**config.mk**
```make
export PLATFORM = sky130hd
export DESIGN_NAME = spi_child_rx_flat
export DESIGN_NICKNAME = d
export VERILOG_FILES = /design/src/rtl/spi_child_rx_if.sv /design/src/rtl/spi_child_rx.sv /design/src/flat_wrapper.sv
export SDC_FILE = /design/constraint.sdc
export NUM_CORES = 1
export LEC_CHECK = 0
export BUFFER_PORTS_ARGS = -buffer_cell sky130_fd_sc_hd__buf_2
export CORE_ASPECT_RATIO = 0.75
export CORE_MARGIN = 2
export CORE_UTILIZATION = 40
export DETAILED_ROUTE_END_ITERATION = 16
export SYNTH_ARGS = -nofsm -noshare
export SYNTH_HDL_FRONTEND = slang
export SYNTH_SLANG_ARGS = --single-unit
```
**constraint.sdc**
```tcl
create_clock -name clk -period 1.7 [get_ports clk]
set_input_delay 0.34 -clock clk [delete_from_list [all_inputs] [get_ports clk]]
set_output_delay 0.34 -clock clk [all_outputs]
set_load 0.1 [all_outputs]
```
**src/rtl/spi_child_rx_if.sv**
```systemverilog
// SPI child receiver bus: parent-driven serial lines plus the received-word outputs.
interface spi_child_rx_if;
    logic        SCL;
    logic        SS;
    logic        MOSI;
    logic [11:0] rx_data;
    logic        rx_valid;
    logic        pad_err;
    logic        frame_err;
    logic        busy;

    modport master (
        output SCL, SS, MOSI,
        input  rx_data, rx_valid, pad_err, frame_err, busy
    );

    modport slave (
        input  SCL, SS, MOSI,
        output rx_data, rx_valid, pad_err, frame_err, busy
    );
endinterface

```
**src/rtl/spi_child_rx.sv**
```systemverilog
// SPI child receiver (CPOL 0, CPHA 1, MSB first): oversamples SCL/SS/MOSI on clk and
// reassembles a 12-bit word from two SS-framed bytes, with a one-cycle valid strobe.
module spi_child_rx #(
    parameter int SYNC_STAGES = 2,
    parameter int GAP_TIMEOUT = 1000
) (
    input  logic           clk,
    input  logic           rst,
    spi_child_rx_if.slave  bus
);
    localparam int TW = $clog2(GAP_TIMEOUT + 1);

    typedef enum logic [1:0] {IDLE, BYTE0, GAP, BYTE1} state_t;

    logic [SYNC_STAGES-1:0] r_scl_sync, r_ss_sync, r_mosi_sync;
    logic                   r_scl_prev, r_ss_prev, r_mosi_prev;
    logic                   r_ev_ss_fall, r_ev_ss_rise, r_ev_scl_fall;
    logic                   w_scl, w_ss, w_mosi;
    logic                   w_ss_fall, w_ss_rise, w_scl_fall;

    state_t        r_state, w_state;
    logic [7:0]    r_shift, w_shift;
    logic [3:0]    r_cnt, w_cnt;
    logic [TW-1:0] r_timer, w_timer;
    logic [7:0]    r_hi, w_hi;
    logic [11:0]   r_rx_data, w_rx_data;
    logic          r_pad, w_pad;
    logic          r_valid, w_valid;
    logic          r_ferr, w_ferr;
    logic [7:0]    w_shift_in;
    logic [3:0]    w_cnt_inc;

    // SS resets high so a select already low at reset release shows up as a fall.
    always_ff @(posedge clk or negedge rst) begin
        if (!rst) begin
            r_scl_sync  <= '0;
            r_ss_sync   <= '1;
            r_mosi_sync <= '0;
            r_scl_prev  <= 1'b0;
            r_ss_prev   <= 1'b1;
            r_mosi_prev <= 1'b0;
        end else begin
            r_scl_sync  <= {r_scl_sync[SYNC_STAGES-2:0], bus.SCL};
            r_ss_sync   <= {r_ss_sync[SYNC_STAGES-2:0], bus.SS};
            r_mosi_sync <= {r_mosi_sync[SYNC_STAGES-2:0], bus.MOSI};
            r_scl_prev  <= w_scl;
            r_ss_prev   <= w_ss;
            r_mosi_prev <= w_mosi;
        end
    end

    assign w_scl      = r_scl_sync[SYNC_STAGES-1];
    assign w_ss       = r_ss_sync[SYNC_STAGES-1];
    assign w_mosi     = r_mosi_sync[SYNC_STAGES-1];
    assign w_ss_fall  = r_ss_prev & ~w_ss;
    assign w_ss_rise  = ~r_ss_prev & w_ss;
    assign w_scl_fall = r_scl_prev & ~w_scl & ~w_ss;

    // Events are registered; r_mosi_prev is the MOSI value aligned with r_ev_scl_fall.
    always_ff @(posedge clk or negedge rst) begin
        if (!rst) begin
            r_ev_ss_fall  <= 1'b0;
            r_ev_ss_rise  <= 1'b0;
            r_ev_scl_fall <= 1'b0;
        end else begin
            r_ev_ss_fall  <= w_ss_fall;
            r_ev_ss_rise  <= w_ss_rise;
            r_ev_scl_fall <= w_scl_fall;
        end
    end

    assign w_shift_in = {r_shift[6:0], r_mosi_prev};
    assign w_cnt_inc  = (r_cnt == 4'd9) ? 4'd9 : r_cnt + 4'd1;

    always_comb begin
        w_state   = r_state;
        w_shift   = r_shift;
        w_cnt     = r_cnt;
        w_timer   = r_timer;
        w_hi      = r_hi;
        w_rx_data = r_rx_data;
        w_pad     = r_pad;
        w_valid   = 1'b0;
        w_ferr    = 1'b0;
        case (r_state)
            IDLE: begin
                if (r_ev_ss_fall) begin
                    w_shift = '0;
                    w_cnt   = '0;
                    w_state = BYTE0;
                end
            end
            BYTE0: begin
                if (r_ev_ss_rise) begin
                    if (r_cnt == 4'd8) begin
                        w_hi    = r_shift;
                        w_cnt   = '0;
                        w_timer = '0;
                        w_state = GAP;
                    end else begin
                        w_ferr  = 1'b1;
                        w_state = IDLE;
                    end
                end else if (r_ev_scl_fall) begin
                    w_shift = w_shift_in;
                    w_cnt   = w_cnt_inc;
                end
            end
            GAP: begin
                w_timer = r_timer + TW'(1);
                // Timeout wins over an ss_fall arriving in the same cycle.
                if (r_timer == TW'(GAP_TIMEOUT - 1)) begin
                    w_ferr  = 1'b1;
                    w_hi    = '0;
                    w_state = IDLE;
                end else if (r_ev_ss_fall) begin
                    w_shift = '0;
                    w_cnt   = '0;
                    w_state = BYTE1;
                end
            end
            BYTE1: begin
                if (r_ev_ss_rise) begin
                    if (r_cnt == 4'd8) begin
                        w_rx_data = {r_hi[3:0], r_shift};
                        w_pad     = |r_hi[7:4];
                        w_valid   = 1'b1;
                    end else begin
                        w_ferr    = 1'b1;
                    end
                    w_state = IDLE;
                end else if (r_ev_scl_fall) begin
                    w_shift = w_shift_in;
                    w_cnt   = w_cnt_inc;
                end
            end
            default: w_state = IDLE;
        endcase
    end

    always_ff @(posedge clk or negedge rst) begin
        if (!rst) begin
            r_state   <= IDLE;
            r_shift   <= '0;
            r_cnt     <= '0;
            r_timer   <= '0;
            r_hi      <= '0;
            r_rx_data <= '0;
            r_pad     <= 1'b0;
            r_valid   <= 1'b0;
            r_ferr    <= 1'b0;
        end else begin
            r_state   <= w_state;
            r_shift   <= w_shift;
            r_cnt     <= w_cnt;
            r_timer   <= w_timer;
            r_hi      <= w_hi;
            r_rx_data <= w_rx_data;
            r_pad     <= w_pad;
            r_valid   <= w_valid;
            r_ferr    <= w_ferr;
        end
    end

    assign bus.rx_data   = r_rx_data;
    assign bus.pad_err   = r_pad;
    assign bus.rx_valid  = r_valid;
    assign bus.frame_err = r_ferr;
    assign bus.busy      = (r_state != IDLE);
endmodule

```
**src/flat_wrapper.sv**
```systemverilog
// flat-port wrapper written by rule: the top's interface ports become plain ports
module spi_child_rx_flat 
#(
    parameter int SYNC_STAGES = 2,
    parameter int GAP_TIMEOUT = 1000
)
  (clk, rst, bus_SCL, bus_SS, bus_MOSI, bus_rx_data, bus_rx_valid, bus_pad_err, bus_frame_err, bus_busy);
  spi_child_rx_if bus_i ();
  input  logic clk;
  input  logic rst;
  input wire logic [$bits(bus_i.SCL)-1:0] bus_SCL;
  input wire logic [$bits(bus_i.SS)-1:0] bus_SS;
  input wire logic [$bits(bus_i.MOSI)-1:0] bus_MOSI;
  output wire logic [$bits(bus_i.rx_data)-1:0] bus_rx_data;
  output wire logic [$bits(bus_i.rx_valid)-1:0] bus_rx_valid;
  output wire logic [$bits(bus_i.pad_err)-1:0] bus_pad_err;
  output wire logic [$bits(bus_i.frame_err)-1:0] bus_frame_err;
  output wire logic [$bits(bus_i.busy)-1:0] bus_busy;
  assign bus_i.SCL = bus_SCL;
  assign bus_i.SS = bus_SS;
  assign bus_i.MOSI = bus_MOSI;
  assign bus_rx_data = bus_i.rx_data;
  assign bus_rx_valid = bus_i.rx_valid;
  assign bus_pad_err = bus_i.pad_err;
  assign bus_frame_err = bus_i.frame_err;
  assign bus_busy = bus_i.busy;
  spi_child_rx #(.SYNC_STAGES(SYNC_STAGES), .GAP_TIMEOUT(GAP_TIMEOUT)) u_core (.clk(clk), .rst(rst), .bus(bus_i));
endmodule
```
==> results.md <==
## Place
- **# port buffers** 20
- **final HPWL from detailed placement** 3.837 mm
- **final weighted congestion of routability-driven global placement** 0.8430
- **DP Cell Count** 354
- **area after detailed placement** 3103 um2

## Power
- **total power draw** 0.003913 W
- **leakage power total** 1.603 nW
- **peak supply drop** 632.0 uV
- **power density of the placed cells** 1131 nW/um2

## Timing
- **setup_tns** 0 ps
- **Final Skew** 9.399 ps
- **Final setup violation count** 0
- **timing-limited maximum frequency** 601.7 MHz
- **transition time at the pin with the least slew margin** 495.9 ps
- **total count of hold-check failures in the final report** 0
- **number of pins with negative max-slew slack in the final report** 0
- **remaining max-slew budget at the tightest pin** 67.17%
- **crit path time final** 1662 ps
- **post-route fraction of the period consumed by the critical path** 97.76%
- **RSZ-0062 raised after global routing** yes

## Finish
- **area of the multi-input gates** 1274 um2
- **utilization of the core after routing** 54.24%
- **FILL cells** 573
- **antenna diode count** 0
- **post-route non-filler standard cell count** 375
- **Storage cell area** 1480 um2
- **area grow syn2layout** 28.95%
- **fraction of final layout cells with drive strength greater than 1** 38.78%
- **layout net count** 300
- **Final Cell Area** 3461 um2

## Floorplanning
- **Vert. Die Dim** 74.94 um
- **DIE AREA** 7387 um2
- **standard-cell row count** 25
- **Std-Cell Core Area** 6381 um2
- **DIE WIDTH** 98.59 um
- **initial core utilization** 42.06%
- **top-level port count** 21

## Yosys
- **area of the mapped netlist** 2684 um2
- **library cell occupying the most area in the post-synthesis netlist** sky130_fd_sc_hd__dfrtp_1
- **number of warnings reported in the yosys synthesis log** 0
- **number of synthesized register bits** 59
- **average cell area after synthesis** 11.62 um2
- **part of the Yosys area used for sequential elements** 55.15%
- **net count after synthesis** 242
- **number of enable flip-flop cells after synthesis** 0
- **number of cells produced by synthesis** 231
- **post-synthesis async set-or-reset flop share** 100.0%
- **Synth Flop Type** sky130_fd_sc_hd__dfrtp_1
- **unique cell type count in the Yosys netlist** 50
- **largest cells by area after synthesis** sky130_fd_sc_hd__dfrtp_1, sky130_fd_sc_hd__mux2_2, sky130_fd_sc_hd__dfstp_2
- **leading cell types by count after synthesis** sky130_fd_sc_hd__dfrtp_1, sky130_fd_sc_hd__nand2_1, sky130_fd_sc_hd__o21ai_0, sky130_fd_sc_hd__a21oi_1
- **Synth top area share** 52.21%
- **leading cell type by number of instances after synthesis** sky130_fd_sc_hd__dfrtp_1

## Worst setup path
- **cell count of the worst reg-to-reg path** 4
- **crit path cell chain** or4b_4 > o21ai_4 > nand2_4 > o311ai_1
- **worst setup path class** flop to flop
- **critical path's largest stage delay** 570 ps
- **cell count along the critical path** 4
- **cell with the largest stage delay on the worst path** sky130_fd_sc_hd__or4b_4
- **required time of the worst setup path** 1930 ps
- **family with the most delay on the worst path** simple AND/OR/NAND/NOR gates
- **Worst setup EP type** flop
- **top fanout value on the critical path** 8
- **category of the worst setup path launch point** flop
- **Worst Path Buf+Inv** 0
- **worst endpoint data arrival time** 1890 ps

## Detailed routing
- **initial drt markers** 121
- **mean number of vias per cell** 5.480
- **drt drc** 0
- **final antenna-violating net count** 0
- **total via count in the routed design** 2,055
- **routed wirelength normalized by instance count** 15.63 um
- **DRT Wirelength** 5.860 mm
- **first-pass iteration count of the detailed router** 4

## Clock tree
- **clock root cell** sky130_fd_sc_hd__clkbuf_8
- **clock edge transition at the registers on the reported setup and hold paths** 60 ps
- **clock sinks** 59
- **TritonCTS clock tree** built
- **clk_lat worst skew** 340 ps
- **total CTS buffers** 9
- **Clock Path Buffers** 2
- **H-tree depth reported by CTS** 3

## Global routing
- **overall routing resource usage** 16.61%
- **first-pass GRT wire length** 9.446 mm
- **overflow left after global routing** 0
- **initial antenna violation count** 0
- **vias in the first global route** 1,957
- **maximum number of pins on one net before global-route repair** 60

## Hold path
- **kind of path behind the tightest hold check** input port to flop
- **Hold Crit Depth** 1

## Outcome
- **run status** completed

## Flow run
- **total of max-cap violations** 0

[cells in the final DEF, fill, tap and decap left out, types with 6 or more instances in the layout]
| master | count |
|---|---|
| sky130_fd_sc_hd__a21oi_1 | 13 |
| sky130_fd_sc_hd__a22o_1 | 6 |
| sky130_fd_sc_hd__buf_2 | 19 |
| sky130_fd_sc_hd__buf_4 | 25 |
| sky130_fd_sc_hd__buf_6 | 6 |
| sky130_fd_sc_hd__clkbuf_8 | 10 |
| sky130_fd_sc_hd__dfrtp_1 | 56 |
| sky130_fd_sc_hd__inv_1 | 6 |
| sky130_fd_sc_hd__mux2_2 | 12 |
| sky130_fd_sc_hd__nand2_1 | 12 |
| sky130_fd_sc_hd__nand3_1 | 8 |
| sky130_fd_sc_hd__nor2b_1 | 12 |
| sky130_fd_sc_hd__o21ai_0 | 11 |
| sky130_fd_sc_hd__o2bb2ai_1 | 8 |
[state kept, by name, summed over array words and instances, names as in the netlist, 2 cells and up]
signal / flops
u_core.bus.rx_data: 12
u_core.r_timer: 10
u_core.r_hi: 8
u_core.r_shift: 8
u_core.r_cnt: 4
u_core.r_mosi_sync: 2
u_core.r_scl_sync: 2
u_core.r_ss_sync: 2
u_core.r_state: 2
[area by class of cell]
| cell class | count | area share, % |
|---|---|---|
| multi-input cells | 157 | 36.80 |
| clock inverters | 5 | 0.8677 |
| flip-flops and latches | 59 | 42.77 |
| well taps | 81 | 2.928 |
| inverters | 9 | 0.9761 |
| repair buffers | 53 | 11.57 |
| clock buffers | 11 | 4.085 |
[layer usage]
| metal | up-vias | share of wire (%) | routed length [um] | global-route usage, % |
|---|---|---|---|---|
| met5 | - | 0 | 0 | 0 |
| met4 | 0 | 0.68 | 40 | 5.784 |
| met3 | 6 | 5.8 | 337 | 5.664 |
| met2 | 61 | 45 | 2630 | 24.72 |
| met1 | 1009 | 49 | 2852 | 23.02 |
| li1 | 979 | - | - | - |
[what timing repair did]
item	4_1_cts	5_1_grt
gates resized for setup	6	28
endpoints found under the hold margin	10	0
setup buffers	2	3
cloned	0	0
hold buffers	1	0
pin swaps	2	3
setup endpoints to repair	16	38
[power breakdown]
group / switching (W) / internal (W)
logic: 0.000732 / 0.000513
registers: 0.0000783 / 0.00150
clock network: 0.000532 / 0.000560
total: 0.00134 / 0.00257
[stage by stage]
stage               setup WS (ps)  hold WS (ps)
floorplan                  0.3204         44.41
global placement           -21.61         333.4
detailed placement         -28.20         338.6
CTS                         6.763         81.22
global route               -41.87         77.11
finish                      38.02         102.8
[cell families (layout without fill, tap and decap cells)]
kind of cell / count (synthesis) / count (layout) / share of synthesized area, %
compound gates: 67 / 67 / 18.00
fa+ha+maj: 6 / 6 / 2.797
buf+inv: 15 / 78 / 2.191
flops: 59 / 59 / 55.15
mux: 13 / 13 / 5.408
simple gates: 71 / 71 / 16.46
[path summary, 6_finish.rpt]
kind	to	slack, ps	from
max in group asynchronous	u_core.r_ss_sync[0]$_DFF_PN1_	870	rst
max reg2reg	u_core.r_timer[5]$_DFFE_PN0P_	40	u_core.r_cnt[0]$_DFFE_PN0P_
min in group asynchronous	u_core.r_timer[2]$_DFFE_PN0P_	540	rst
min	u_core.r_ss_sync[0]$_DFF_PN1_	100	bus_SS
max	u_core.r_timer[5]$_DFFE_PN0P_	40	u_core.r_cnt[0]$_DFFE_PN0P_
min reg2reg	u_core.r_mosi_prev$_DFF_PN0_	350	u_core.r_mosi_sync[1]$_DFF_PN0_
(Power assumes the default switching activity.)
